## src/rtl/udp_tx_arbiter.sv

```systemverilog
// udp_tx_arbiter: round-robin share of one UDP TX header/payload path.
// Header is registered per grant; payload is a mux locked until tlast.
module udp_tx_arbiter #(
  parameter  int NUM_PORTS   = 2,
  localparam int GRANT_WIDTH = $clog2(NUM_PORTS)
) (
  input  logic                        clk,
  input  logic                        reset,

  input  logic [NUM_PORTS-1:0]        in_hdr_valid,
  output logic [NUM_PORTS-1:0]        in_hdr_ready,
  input  logic [NUM_PORTS-1:0][5:0]   in_dscp,
  input  logic [NUM_PORTS-1:0][1:0]   in_ecn,
  input  logic [NUM_PORTS-1:0][7:0]   in_ttl,
  input  logic [NUM_PORTS-1:0][31:0]  in_src_ip,
  input  logic [NUM_PORTS-1:0][31:0]  in_dst_ip,
  input  logic [NUM_PORTS-1:0][15:0]  in_src_port,
  input  logic [NUM_PORTS-1:0][15:0]  in_dst_port,
  input  logic [NUM_PORTS-1:0][15:0]  in_length,
  input  logic [NUM_PORTS-1:0][15:0]  in_checksum,

  input  logic [NUM_PORTS-1:0]        in_tvalid,
  output logic [NUM_PORTS-1:0]        in_tready,
  input  logic [NUM_PORTS-1:0][7:0]   in_tdata,
  input  logic [NUM_PORTS-1:0]        in_tlast,
  input  logic [NUM_PORTS-1:0]        in_tuser,

  output logic                        out_hdr_valid,
  input  logic                        out_hdr_ready,
  output logic [5:0]                  out_dscp,
  output logic [1:0]                  out_ecn,
  output logic [7:0]                  out_ttl,
  output logic [31:0]                 out_src_ip,
  output logic [31:0]                 out_dst_ip,
  output logic [15:0]                 out_src_port,
  output logic [15:0]                 out_dst_port,
  output logic [15:0]                 out_length,
  output logic [15:0]                 out_checksum,

  output logic                        out_tvalid,
  input  logic                        out_tready,
  output logic [7:0]                  out_tdata,
  output logic                        out_tlast,
  output logic                        out_tuser,

  output logic [GRANT_WIDTH-1:0]      grant,
  output logic                        busy,
  output logic                        length_error,
  output logic [GRANT_WIDTH-1:0]      error_port
);

  localparam logic [1:0] IDLE    = 2'd0;
  localparam logic [1:0] HEADER  = 2'd1;
  localparam logic [1:0] PAYLOAD = 2'd2;

  logic [1:0]             state;
  logic [GRANT_WIDTH-1:0] rr_ptr;
  logic [15:0]            byte_count;

  logic                   found;
  logic [GRANT_WIDTH-1:0] sel;
  int                     idx;

  logic                   is_idle;
  logic                   is_hdr;
  logic                   is_pay;
  logic                   hdr_take;
  logic                   hdr_give;
  logic                   beat;
  logic                   last_beat;
  logic [15:0]            bc_inc;
  logic                   len_bad;

  assign is_idle = (state == IDLE);
  assign is_hdr  = (state == HEADER);
  assign is_pay  = (state == PAYLOAD);

  // Search starts just past the last served port, so it loses ties.
  always_comb begin
    found = 1'b0;
    sel   = '0;
    idx   = 0;
    for (int k = 1; k <= NUM_PORTS; k++) begin
      idx = (int'(rr_ptr) + k) % NUM_PORTS;
      if (!found && in_hdr_valid[GRANT_WIDTH'(idx)]) begin
        found = 1'b1;
        sel   = GRANT_WIDTH'(idx);
      end
    end
  end

  assign hdr_take = is_idle && found;
  assign hdr_give = is_hdr && out_hdr_ready;

  always_comb begin
    in_hdr_ready = '0;
    if (hdr_take)
      in_hdr_ready[sel] = 1'b1;
  end

  assign out_tvalid = is_pay && in_tvalid[grant];
  assign out_tdata  = in_tdata[grant];
  assign out_tlast  = is_pay && in_tlast[grant];
  assign out_tuser  = is_pay && in_tuser[grant];

  always_comb begin
    in_tready = '0;
    if (is_pay)
      in_tready[grant] = out_tready;
  end

  assign beat      = out_tvalid && out_tready;
  assign last_beat = beat && out_tlast;

  assign bc_inc = (byte_count == 16'hFFFF) ?
                  byte_count : byte_count + 16'd1;

  // Header length covers the 8-byte UDP header plus payload.
  assign len_bad = (out_length < 16'd8) ||
                   (bc_inc != out_length - 16'd8);

  always_ff @(posedge clk or negedge reset) begin
    if (!reset) begin
      state        <= IDLE;
      rr_ptr       <= GRANT_WIDTH'(NUM_PORTS - 1);
      grant        <= '0;
      busy         <= 1'b0;
      byte_count   <= '0;
      length_error <= 1'b0;
      error_port   <= '0;
    end else begin
      length_error <= 1'b0;
      unique case (1'b1)
        is_idle: begin
          if (hdr_take) begin
            grant      <= sel;
            byte_count <= '0;
            state      <= HEADER;
            busy       <= 1'b1;
          end
        end
        is_hdr: begin
          if (hdr_give)
            state <= PAYLOAD;
        end
        is_pay: begin
          if (beat)
            byte_count <= bc_inc;
          if (last_beat) begin
            if (len_bad) begin
              length_error <= 1'b1;
              error_port   <= grant;
            end
            rr_ptr <= grant;
            state  <= IDLE;
            busy   <= 1'b0;
          end
        end
        default: begin
          state <= IDLE;
          busy  <= 1'b0;
        end
      endcase
    end
  end

  always_ff @(posedge clk or negedge reset) begin
    if (!reset) begin
      out_hdr_valid <= 1'b0;
      out_dscp      <= '0;
      out_ecn       <= '0;
      out_ttl       <= '0;
      out_src_ip    <= '0;
      out_dst_ip    <= '0;
      out_src_port  <= '0;
      out_dst_port  <= '0;
      out_length    <= '0;
      out_checksum  <= '0;
    end else if (hdr_take) begin
      out_hdr_valid <= 1'b1;
      out_dscp      <= in_dscp[sel];
      out_ecn       <= in_ecn[sel];
      out_ttl       <= in_ttl[sel];
      out_src_ip    <= in_src_ip[sel];
      out_dst_ip    <= in_dst_ip[sel];
      out_src_port  <= in_src_port[sel];
      out_dst_port  <= in_dst_port[sel];
      out_length    <= in_length[sel];
      out_checksum  <= in_checksum[sel];
    end else if (hdr_give) begin
      out_hdr_valid <= 1'b0;
    end
  end

endmodule
```

## config.mk

```make
export PLATFORM = sky130hd
export DESIGN_NAME = udp_tx_arbiter
export DESIGN_NICKNAME = d
export VERILOG_FILES = /design/src/rtl/udp_tx_arbiter.sv
export SDC_FILE = /design/constraint.sdc
export NUM_CORES = 1
export LEC_CHECK = 0
export CORE_UTILIZATION = 25
export DETAILED_ROUTE_END_ITERATION = 10
export PLACE_DENSITY_LB_ADDON = 0.15
export SLEW_MARGIN = 30
export SYNTH_ARGS = -nofsm -noshare
export SYNTH_HDL_FRONTEND = slang
export SYNTH_SLANG_ARGS = --single-unit
```

## constraint.sdc

```tcl
create_clock -name clk -period 5.26 [get_ports clk]
set_clock_uncertainty 0.15 [all_clocks]
set_input_delay 1.052 -clock clk [delete_from_list [all_inputs] [get_ports clk]]
set_output_delay 1.052 -clock clk [all_outputs]
set_load 0.02 [all_outputs]
```

[Word-level counts from Yosys, hierarchy flattened]
Cells that the tools add are included.
Storage, ports and cells
  flip-flop bits (word level): 168
  output and inout bits: 164
Operators by class
  $add $sub $neg: 4
  order comparisons: 7
  equality and inequality tests: 8
  multiplexer cells: 56
  bitwise operators: 2
  reductions and logical operators: 21
Operators by type and width (number)
  16-bit two-way mux: 11
  32-bit two-way mux: 4
  8-bit two-way mux: 4
  16-bit case mux with 2 select lines: 1
  1-bit two-way mux: 23
  16-bit by 1-bit adder with 16-bit output (second input constant): 1
  16-bit equality test (second input constant): 1
  16-bit by 4-bit less-than comparator with 1-bit output (second input constant): 1
  16-bit inequality test: 1
  16-bit by 4-bit subtractor with 16-bit output (second input constant): 1
  2-bit two-way mux: 7
  6-bit two-way mux: 2
  3-bit AND reduction: 4
  1-bit logical AND: 10
  2-bit by 1-bit inequality test with 1-bit output (second input constant): 4
  1-bit by 3-bit less-than comparator with 1-bit output (second input constant): 2
  2-bit case mux with 3 select lines: 1
  1-bit by 2-bit less-than comparator with 1-bit output (second input constant): 2
  2-bit AND reduction: 2
  2-bit nonzero test: 2
  1-bit case mux with 3 select lines: 1
  1-bit adder (second input constant): 2
  2-bit bitwise AND: 1
  1-bit demux with 1-bit select: 2
  other kinds (7): 8

[Longest topological paths before layout]
Gate-level depths: netlist of the first run.
  word-level depth: 13
  gate-level depth with buffers: 10

[Worst setup path after synthesis of the first run]
OpenSTA, ideal clock, no wires.
  path kind: input-to-output
  from: input in_hdr_valid[0]
  to: output in_hdr_ready[1]
  arrival time: 2165 ps
  path slack: 1893 ps
  cell stages on the path: 5
  path buffers: 3
  cells stage by stage: nand3_1 > clkbuf_1 > clkbuf_1 > clkbuf_1 > nor2_1
Between the ends
  word-level cells in the longest chain between the ends: 11
Ends and longest elaborated chain
  start: declaration: line 10  | input logic [NUM_PORTS-1:0] in_hdr_valid,
  1-bit two-way mux (not written as such) (2 in a row): line 85  | if (!found && in_hdr_valid[GRANT_WIDTH'(idx)]) begin
  1-bit two-way mux: line 85
  1-bit logical NOT: line 85
  1-bit logical AND: line 85
  1-bit two-way mux: line 85
  1-bit by 2-bit less-than comparator with 1-bit output (not written as such) / 1-bit >= comparator (equally long branches): line 98  | in_hdr_ready[sel] = 1'b1;
  1-bit logical AND (not written as such): line 98
  1-bit two-way mux (not written as such): line 98
  1-bit demux with 1-bit select: line 98
  2-bit two-way mux (*): line 97  | if (hdr_take)
  end: declaration: line 11  | output logic [NUM_PORTS-1:0] in_hdr_ready,
Mark *: on every way between the ends. The rest lies on a longest branch, timed or not. The select of a mux whose other input is x is not followed.

[Worst setup path in the final report of the first run]
  from: input in_hdr_valid[0]
  to: output in_hdr_ready[0]
The elaborated chain is that of the path after synthesis.

==> impl_results.md, run 1 <==
* CTS clk-pin slew, worst paths at 0.06 ns
* Maximum buffer depth of the clock tree at 2
* Worst IR Drop VDD at 0.3112 mV
* Pwr dens at 529.2 mW/mm^2
* YS warnings at 0
* Chip Height at 189.3 um
* Total GRT Usage at 0.1813
* WP data arrival at 2.74 ns
* Post-Syn Area at 0.008766 mm^2
* Final min period at 3.940 ns
* Row Count at 68
* Buffers on Ports at 478
* Ys flop type: dfrtp_1
* Initial Util at 0.2538
* First-pass GRT wire length at 48690 um
* Worst slew margin at 0.4403
* Synthesized area per cell at around 9.9 um^2
* Unrepaired setup endpoints after global routing: no
* Num CTS Buffers at 17
* Final count of hold timing violations at 0
* Actual slew at the worst max-slew pin at 0.8396 ns
* Final total power at around 7700 uW
* Die area at 0.03582 mm^2
* CTS Sinks at 168
* Final Cycle Share at 0.7490
* Worst-Skew Late Latency at 0.44 ns
* DRC viols at 0
* Outcome: completed
* P&R area growth vs syn at 66.27%
* Synth Area in Compound Gates at 0.1370
* Root Buffer: clkbuf_16
* Mux contribution to synthesized area at 0.1828
* CTS tree: built
* Main combinational cell family by area after synthesis: multiplexers
* DRT Pass-1 Iters at 4
* Final wirelength at about 32000 um
* Post-Synth Simple-Gate Area at 0.1326
* Initial antenna violation count at 1
* Gpl congestion at approximately 0.8
* Crit Path Category: in2out
* Req. time, crit path at between 4 and 5 ns
* Proportion of layout cells with a drive suffix above 1 at 0.04929
* Post-Synth XOR/XNOR Area at 0.02769
* Hold_buf cts at 0
* Nets at between 1500 and 2000
* Count of cell types in the netlist at 66
* I/O pin count at 480
* Setup TNS Final at 0 ns
* Diodes inserted at 0
* Routed vias at approximately 8000
* Post-Syn Nets at 1205
* Fin. max-slew vios at 0
* Seq/Total Area, Yosys at 0.4797
* Share of flip-flops with an asynchronous set or reset at 1.000
* Vias in the first global route at 8053
* #FFs+latches synth at 168
* Core box area at 0.03454 mm^2
* H-tree depth at 4
* Adder-cell share of the synthesized area at 0.002855
* Max-cap check violation count at 0
* Hold Path Class: reg2reg
* # setup viols final at 0
* Leakage at 0.006530 uW
* Vias per Instance at 4.472
* Final HPWL DP at ~25000 um
* Post-synth EDFFs at 0
* Largest net degree at the start of global routing at 115
* Crit. End Element: output port
* Detail Route Antenna Nets at 0
* Fmax at 0.2538 GHz
* Post-CTS setup buffer count at 0
* CTS resizes at 0
* Overflow after GRT at 0
* Starting DRT DRC Count at 309
* Chip Width at 189.3 um
* Wire length per cell at 17.92 um
* CP startpoint kind: input pin
* Mapped Cells at 887
* CP max FO at 14
[cell type report]
| type | count | area, um^2 |
|---|---|---|
| fill | 3424 | 19970 |
| timing repair buffer | 483 | 4856 |
| multi-input combinational | 649 | 4247 |
| sequential | 168 | 4209 |
| tap | 455 | 569.3 |
| clock buffer | 19 | 452.9 |
| clock inverter | 13 | 215.2 |
| inverter | 7 | 26.28 |
[sequential cells by signal, indices dropped and copies added (netlist names), 6 cells and up]
| signal | flops |
|---|---|
| out_src_ip | 32 |
| out_src_port | 16 |
| out_dscp | 6 |
| out_checksum | 16 |
| byte_count | 16 |
| out_dst_port | 16 |
| out_ttl | 8 |
| out_length | 16 |
| out_dst_ip | 32 |
[final timing paths]
| check | start | endpoint | slack (ns) | cells after the start |
|---|---|---|---|---|
| setup / recovery | in_hdr_valid[0] | in_hdr_ready[0] | 1.32 | 4 |
| hold / removal | out_src_ip[29] | out_src_ip[29] | 0.33 | 2 |
| setup reg to reg | byte_count[0] | length_error | 1.98 | 8 |
| hold reg to reg | out_src_ip[29] | out_src_ip[29] | 0.33 | 2 |
| max in group asynchronous | reset | rr_ptr | 3.49 | 2 |
| min in group asynchronous | reset | out_dst_port[3] | 0.51 | 1 |
[per-stage QoR]
stage	instances	hold slack, ns	area [um^2]	worst slack (ns)	util
global route	1794	0.3484	14580	1.223	0.4219
finish	1794	0.3264	14580	1.320	0.4219
CTS	1794	0.3339	14570	1.308	0.4218
detailed placement	1762	0.3191	13900	1.315	0.4025
floorplan	887	0.3488	8766	1.893	-
global placement	1762	0.3102	13900	1.340	0.4024
[synth_stat cells, drive strengths merged, types with 4 or more instances]
cell | number | area share
nor4 | 6 | 0.0043
xnor2 | 15 | 0.015
o41ai | 4 | 0.0061
nand2b | 5 | 0.0036
nor2 | 26 | 0.011
nand4 | 7 | 0.0081
dfrtp | 167 | 0.48
nand2 | 161 | 0.069
o21ai | 161 | 0.092
o31ai | 4 | 0.0034
clkbuf | 48 | 0.023
inv | 7 | 0.0030
and3 | 5 | 0.0037
a21oi | 12 | 0.0069
nand3 | 12 | 0.0074
mux2i | 150 | 0.17
mux2 | 9 | 0.012
buf | 15 | 0.011
nor3 | 9 | 0.0057
xor2 | 10 | 0.010
[cells by family after synthesis]
family,Yosys count
flops,168
compound gates,210
simple gates,252
mux,159
fa+ha+maj,2
buf+inv,70
xor+xnor,26
[per-layer routing]
metal  wire [um]  track usage  share of wire  vias up
met5           0            0              0        -
met4         716      0.06359          0.022        0
met3        1947      0.04708          0.061       35
li1            -            -              -     4006
met1       13040       0.2158           0.41     3720
met2       16440       0.3141           0.51      261
[cells in the final DEF (no fill, tap or decap), types with 4 or more instances in the layout]
master | netlist | final
xor2_1 | 10 | 10
clkdlybuf4s50_1 | 0 | 477
clkbuf_16 | 0 | 17
nand2b_1 | 5 | 5
inv_1 | 7 | 7
and3_1 | 4 | 4
o21ai_0 | 161 | 161
a21oi_1 | 12 | 12
clkinvlp_4 | 0 | 4
o31ai_1 | 4 | 4
bufinv_16 | 0 | 5
nand2_1 | 161 | 161
nand4_1 | 4 | 4
nor2_1 | 25 | 25
dfrtp_1 | 167 | 167
xnor2_1 | 15 | 15
nor3_1 | 8 | 8
nor4_1 | 6 | 6
mux2_2 | 9 | 9
mux2i_1 | 150 | 150
nand3_1 | 11 | 10
[report_power, final]
| part | total (uW) | leakage (uW) | internal (uW) | switching (uW) |
|---|---|---|---|---|
| Clock | 1440 | 0.000313 | 874 | 569 |
| Combinational | 3950 | 0.00411 | 1880 | 2070 |
| Sequential | 2320 | 0.00210 | 1860 | 466 |
[worst max-delay path, cell delays in order]
cell,delay [ns]
clkdlybuf4s50_1,0.59
nand3_4,0.24
nor2_1,0.21
clkdlybuf4s50_1,0.65
No activity file was read; power rests on OpenSTA's default activity.
==> run 2: changes to the inputs <==
clock period = 3.9 ns   (was 5.26 ns; I/O delays follow)
==> run 2 against run 1 <==
  * Sequential share of layout area barely moved
  * Non-clock buffer count grew 2
  * Sequential cell count unchanged
  * Combinational power increased by 38%
  * Critical path depth rose by 4
  * Worst setup slack got worse by 0.67 ns
  * Via count is 1.6% lower
  * Final area fell by 0.11%
  * Utilization about the same
  * Die area stayed put
  * Global-route usage is 0.21 points lower
  * Highest routed layer unchanged
==> impl_results.md, run 2 (same netlist as run 1, synthesis figures left out) <==
* Outcome: completed
* Proportion of layout cells with a drive suffix above 1 at 0.04996 (+0.0006722)
* Hold_ws at 0.04921 ns (-0.2772 ns)
* Num CTS Buffers at 17 (unchanged)
* Row Count at 68 (unchanged)
* Vias per Instance at 4.393 (-1.7%)
* Worst slew margin at 0.3822 (-0.05802)
* Die area at 0.03582 mm^2 (unchanged)
* CTS tree: built
* CTS resizes at 0 (unchanged)
* Reg2reg setup slack at 0.65 ns (-1.33 ns)
* CP max FO at 9 (-5)
* Post-CTS setup buffer count at 0 (unchanged)
* Final Cycle Share at 0.8321
* Largest regs: out_dst_ip (32), out_src_ip (32)
* Fin. max-slew vios at 0 (unchanged)
* Final count of hold timing violations at 0 (unchanged)
* Maximum buffer depth of the clock tree at 2 (unchanged)
* Final instance area at 0.01456 mm^2 (-0.11%)
* Largest stage delay, worst path at 0.69 ns (+0.04 ns)
* Vias in the first global route at 7812 (-3.0%)
* Gpl congestion at 0.8006 (-0.58%)
* Most common cell after layout, fill and taps aside: clkdlybuf4s50_1
* Overflow after GRT at 0 (unchanged)
* Buffers on Ports at 478 (unchanged)
* Detail Route Antenna Nets at 0 (unchanged)
* P&R area growth vs syn at 66.09%
* Leakage at 0.006529 uW (about the same)
* Fmax at 0.3082 GHz
* Hold Path Class: in2async
* Total GRT Usage at 0.1792 (-0.002109)
* Worst-Skew Late Latency at 0.44 ns (about the same)
* Req. time, crit path at 4.08 ns (+0.02 ns)
* Crit Path Category: reg2reg
* Area of the multi-input gates at 0.004247 mm^2 (unchanged)
* Core box area at 0.03454 mm^2 (unchanged)
* Final min period at 3.245 ns
* Max-cap check violation count at 0 (unchanged)
* Most frequent cells in the layout: clkdlybuf4s50_1 (477), dfrtp_1 (167), nand2_1 (161), o21ai_0 (161), mux2i_1 (150)
* H-tree depth at 4 (unchanged)
* Final total power at 10290 uW (+33%)
* Largest net degree at the start of global routing at 179 (+56%)
* Root Buffer: clkbuf_16
* Routed vias at 7895 (-1.6%)
* Chip Width at 189.3 um (unchanged)
* Worst IR Drop VDD at 0.4651 mV (+49%)
* Starting DRT DRC Count at 319 (+3.2%)
* Fill cell count at 3445 (+0.61%)
* Nets at 1646 (+0.12%)
* Wire length per cell at 17.77 um (-0.82%)
* Worst-path cell chain: ha_1, nand3_2, o41ai_4, nor2_1, xnor2_1, a2111o_1, o31a_1, a31o_1
* Max stage delay cell, worst path: o41ai_4
* CTS clk-pin slew, worst paths at 0.07 ns (about the same)
* CTS Sinks at 168 (unchanged)
* Initial antenna violation count at 1 (unchanged)
* Unrepaired setup endpoints after global routing: no
* I/O pin count at 480 (unchanged)
* DRC viols at 0 (unchanged)
* Chip Height at 189.3 um (unchanged)
* # setup viols final at 0 (unchanged)
* Actual slew at the worst max-slew pin at 0.9266 ns (+0.08703 ns)
* Final core utilization at 0.4215 (-0.0004710)
* Post-DP Area at 0.01395 mm^2 (+0.32%)
* Sequential Area at 0.004209 mm^2 (unchanged)
* R2R depth at 8 (unchanged)
* Hold_buf cts at 0 (unchanged)
* Crit. End Element: flip-flop
* Setup TNS Final at 0 ns (unchanged)
* Pwr dens at 706.4 mW/mm^2 (+34%)
* RR Startpoint: byte_count[0]
* CP startpoint kind: flip-flop
* Final HPWL DP at 24840 um (+0.41%)
* DRT Pass-1 Iters at 4 (unchanged)
* Reg-to-Reg End: length_error
* WP data arrival at 3.43 ns (+0.69 ns)
* Final wirelength at 31940 um (-0.65%)
* Initial Util at 0.2538 (unchanged)
* First-pass GRT wire length at 47920 um (-1.6%)
## run 2: cell count changes in the layout (fill, tap and decap cells not counted), moves of 2 or more
cell,before,now
bufinv_16,5,2
clkinv_4,1,4
inv_8,0,2
clkinvlp_4,4,2
## run 2: power by group
part	switching (uW)	total (uW)	internal, uW
logic	2900	5460	2560
registers	540	3040	2500
clock network	798	1780	983
total	4240	10300	6050
## run 2: metal layers
layer	vias to the layer above	share of wire	track usage
li1	4013	-	-
met1	3614	0.40	0.2076
met2	248	0.53	0.3191
met3	20	0.064	0.05542
met4	0	0.013	0.04404
met5	-	0	0
## run 2: area by class of cell
cell class | instances | area share
clock inverters | 13 | 0.01143
well taps | 455 | 0.03910
flip-flops and latches | 168 | 0.2891
clock buffers | 19 | 0.03042
multi-input cells | 649 | 0.2917
diodes | 1 | 0.0001719
inverters | 7 | 0.001805
repair buffers | 485 | 0.3363
## run 2: worst max-delay path by stage
stage / start / endpoint / slack, ns
after global placement: in_hdr_valid[0] / in_hdr_ready[0] / 0.69
after floorplan: out_length[3] / length_error / 1.00
final: byte_count[0] / length_error / 0.65
after CTS: byte_count[0] / length_error / 0.65
after global routing: byte_count[1] / length_error / 0.47
after detailed placement: byte_count[0] / length_error / 0.67
## run 2: worst max-delay path, delay by kind of cell, from the launching register on
family / cells / cell delay (ns)
AOI/OAI and AO/OA: 4 / 1.65
xor gates and xnor gates: 1 / 0.17
adders and majority gates: 1 / 0.32
DFF: 1 / 0.43
and+or+nand+nor: 2 / 0.41
## run 2: stage by stage
| stage | setup slack, ns | std cells |
|---|---|---|
| detailed placement | 0.6749 | 1764 |
| global placement | 0.6908 | 1763 |
| floorplan | 1.002 | 887 |
| CTS | 0.6545 | 1796 |
| finish | 0.6549 | 1797 |
| global route | 0.4724 | 1797 |
==> run 3: changes to the inputs <==
clock period = 3.3 ns   (was 3.9 ns; I/O delays follow)
==> run 3 against run 2 <==
  * Wire length up 1.1%
  * Critical endpoint is now in_hdr_ready[0]
  * Sequential cell count unchanged
  * Sequential share of layout area down 0.22 points
==> impl_results.md, run 3 (same netlist as run 1, synthesis figures left out) <==
* Largest net degree at the start of global routing at 179 (unchanged)
* Switching share of power at 0.4193 (+0.007241)
* Num CTS Buffers at 17 (unchanged)
* Setup TNS Final at 0 ns (unchanged)
* Starting DRT DRC Count at 321 (+0.63%)
* Fmax at 0.3349 GHz
* Most frequent cells in the layout: clkdlybuf4s50_1 (477), dfrtp_1 (167), nand2_1 (161), o21ai_0 (161), mux2i_1 (150)
* Wire length per cell at 17.80 um (+0.13%)
* Final total power at 12090 uW (+18%)
* Proportion of layout cells with a drive suffix above 1 at 0.06397 (+0.01401)
* WP data arrival at 2.18 ns (-1.25 ns)
* Pwr dens at 824.2 mW/mm^2 (+17%)
* Crit Path Category: in2out
* P&R area growth vs syn at 67.36%
* Sequential power share at 0.300 (+0.004)
* Worst IR Drop VDD at 0.3845 mV (-17%)
* Die area at 0.03582 mm^2 (unchanged)
* Final core utilization at 0.4247 (+0.003224)
* CTS resizes at 0 (unchanged)
* CTS tree: built
* Buffers on Ports at 478 (unchanged)
* Hold_buf cts at 0 (unchanged)
* DRC viols at 0 (unchanged)
* Total GRT Usage at 0.1814 (+0.002197)
* PnR worst setup slack at 0.3139 ns (-0.3410 ns)
* CTS clk-pin slew, worst paths at 0.08 ns (about the same)
* Final min period at 2.986 ns
* Final count of hold timing violations at 0 (unchanged)
* Routed vias at 8045 (+1.9%)
* Post-CTS setup buffer count at 0 (unchanged)
* First-pass GRT wire length at 49130 um (+2.5%)
* Initial Util at 0.2538 (unchanged)
* CTS Sinks at 168 (unchanged)
* Final wirelength at 32300 um (+1.1%)
* CP startpoint kind: input pin
* Clk pwr share at 0.168 (-0.005)
* Chip Width at 189.3 um (unchanged)
* Worst slew margin at 0.5252 (+0.1429)
* Vias in the first global route at 8106 (+3.8%)
* Comb power frac at 0.532 (about the same)
* Initial antenna violation count at 0 (-1)
* Maximum buffer depth of the clock tree at 2 (unchanged)
* H-tree depth at 4 (unchanged)
* Actual slew at the worst max-slew pin at 0.7123 ns (-0.2144 ns)
* Leakage at 0.006616 uW (+1.3%)
* Final HPWL DP at 25380 um (+2.2%)
* Row Count at 68 (unchanged)
* I/O pin count at 480 (unchanged)
* Fill cell count at 3430 (-0.44%)
* Diodes inserted at 0 (-1)
* Root Buffer: clkbuf_16
* Hold_ws at 0.01369 ns (-0.03551 ns)
* Vias per Instance at 4.433 (+0.89%)
* Unrepaired setup endpoints after global routing: no
* Setup slack at placement at 0.3119 ns (-0.3630 ns)
* Final Cycle Share at 0.9049
* Largest regs: out_dst_ip (32), out_src_ip (32)
* P_sw at 5069 uW (+20%)
* Max-cap check violation count at 0 (unchanged)
* Fin. max-slew vios at 0 (unchanged)
* Chip Height at 189.3 um (unchanged)
* # setup viols final at 0 (unchanged)
* Core box area at 0.03454 mm^2 (unchanged)
* Nets at 1665 (+1.2%)
* Crit. End Element: output port
* P_int at 7021 uW (+16%)
* Req. time, crit path at 2.49 ns (-1.59 ns)
* DRT Pass-1 Iters at 4 (unchanged)
* Detail Route Antenna Nets at 0 (unchanged)
* Most common cell after layout, fill and taps aside: clkdlybuf4s50_1
* Gpl congestion at 0.8033 (+0.34%)
* Outcome: completed
* CP max FO at 5 (-4)
* Worst-Skew Late Latency at 0.43 ns (about the same)
* Hold Path Class: in2async
* Overflow after GRT at 0 (unchanged)
==> run 3: changes by cell type in the layout (fill, tap and decap cells not counted), moves of 2 or more <==
cell | previous run | this run
buf_4 | 3 | 22
bufinv_16 | 2 | 0
clkinv_4 | 4 | 2
clkinv_8 | 1 | 3
clkinvlp_4 | 2 | 0
inv_6 | 2 | 5
==> run 3: worst max-delay path, cell delays in order <==
cell and delay [ns]:
clkdlybuf4s50_1 0.59, nand3_4 0.13, nor2_1 0.14, clkdlybuf4s50_1 0.65
==> run 3: final timing paths <==
kind,from,endpoint,slack [ns],cells past startpoint
worst max-delay path,in_hdr_valid[0],in_hdr_ready[0],0.31,4
worst min-delay path,reset,out_dst_port[5],0.01,1
worst max register to register,byte_count[0],length_error,0.37,8
worst min register to register,out_dst_ip[7],out_dst_ip[7],0.33,2
max in group asynchronous,reset,byte_count[6],2.25,2
min in group clk,out_dst_ip[7],out_dst_ip[7],0.33,2
==> run 3: power by group through the flow <==
stage	sequential (uW)	clock [uW]	combinational (uW)
final	3630	2030	6430
after floorplan	4550	0	2480
after global routing	3770	2200	6970
after global placement	3630	0	6530
after CTS	3650	2110	6550
after detailed placement	3660	0	6540
==> run 3: area by class of cell <==
cell class,instances,area [um^2],area share
Clock buffer,18,439.2,0.02994
Inverter,7,26.28,0.001791
Clock inverter,14,148.9,0.01015
Timing Repair Buffer,504,5031,0.3429
Multi-Input combinational cell,649,4247,0.2895
Sequential cell,168,4209,0.2869
Tap cell,455,569.3,0.03881
==> run 3: per-stage QoR <==
stage | instance area, um^2 | instances
detailed placement | 14080 | 1783
global placement | 14080 | 1783
global route | 14670 | 1815
CTS | 14670 | 1815
floorplan | 8766 | 887
finish | 14670 | 1815
==> run 3: layer usage <==
layer | GRT usage | wire length (um) | share of wire
met1 | 0.2151 | 12970 | 0.40
met2 | 0.3278 | 17050 | 0.53
met3 | 0.04652 | 1933 | 0.060
met4 | 0.03691 | 348 | 0.011
met5 | 0 | 0 | 0
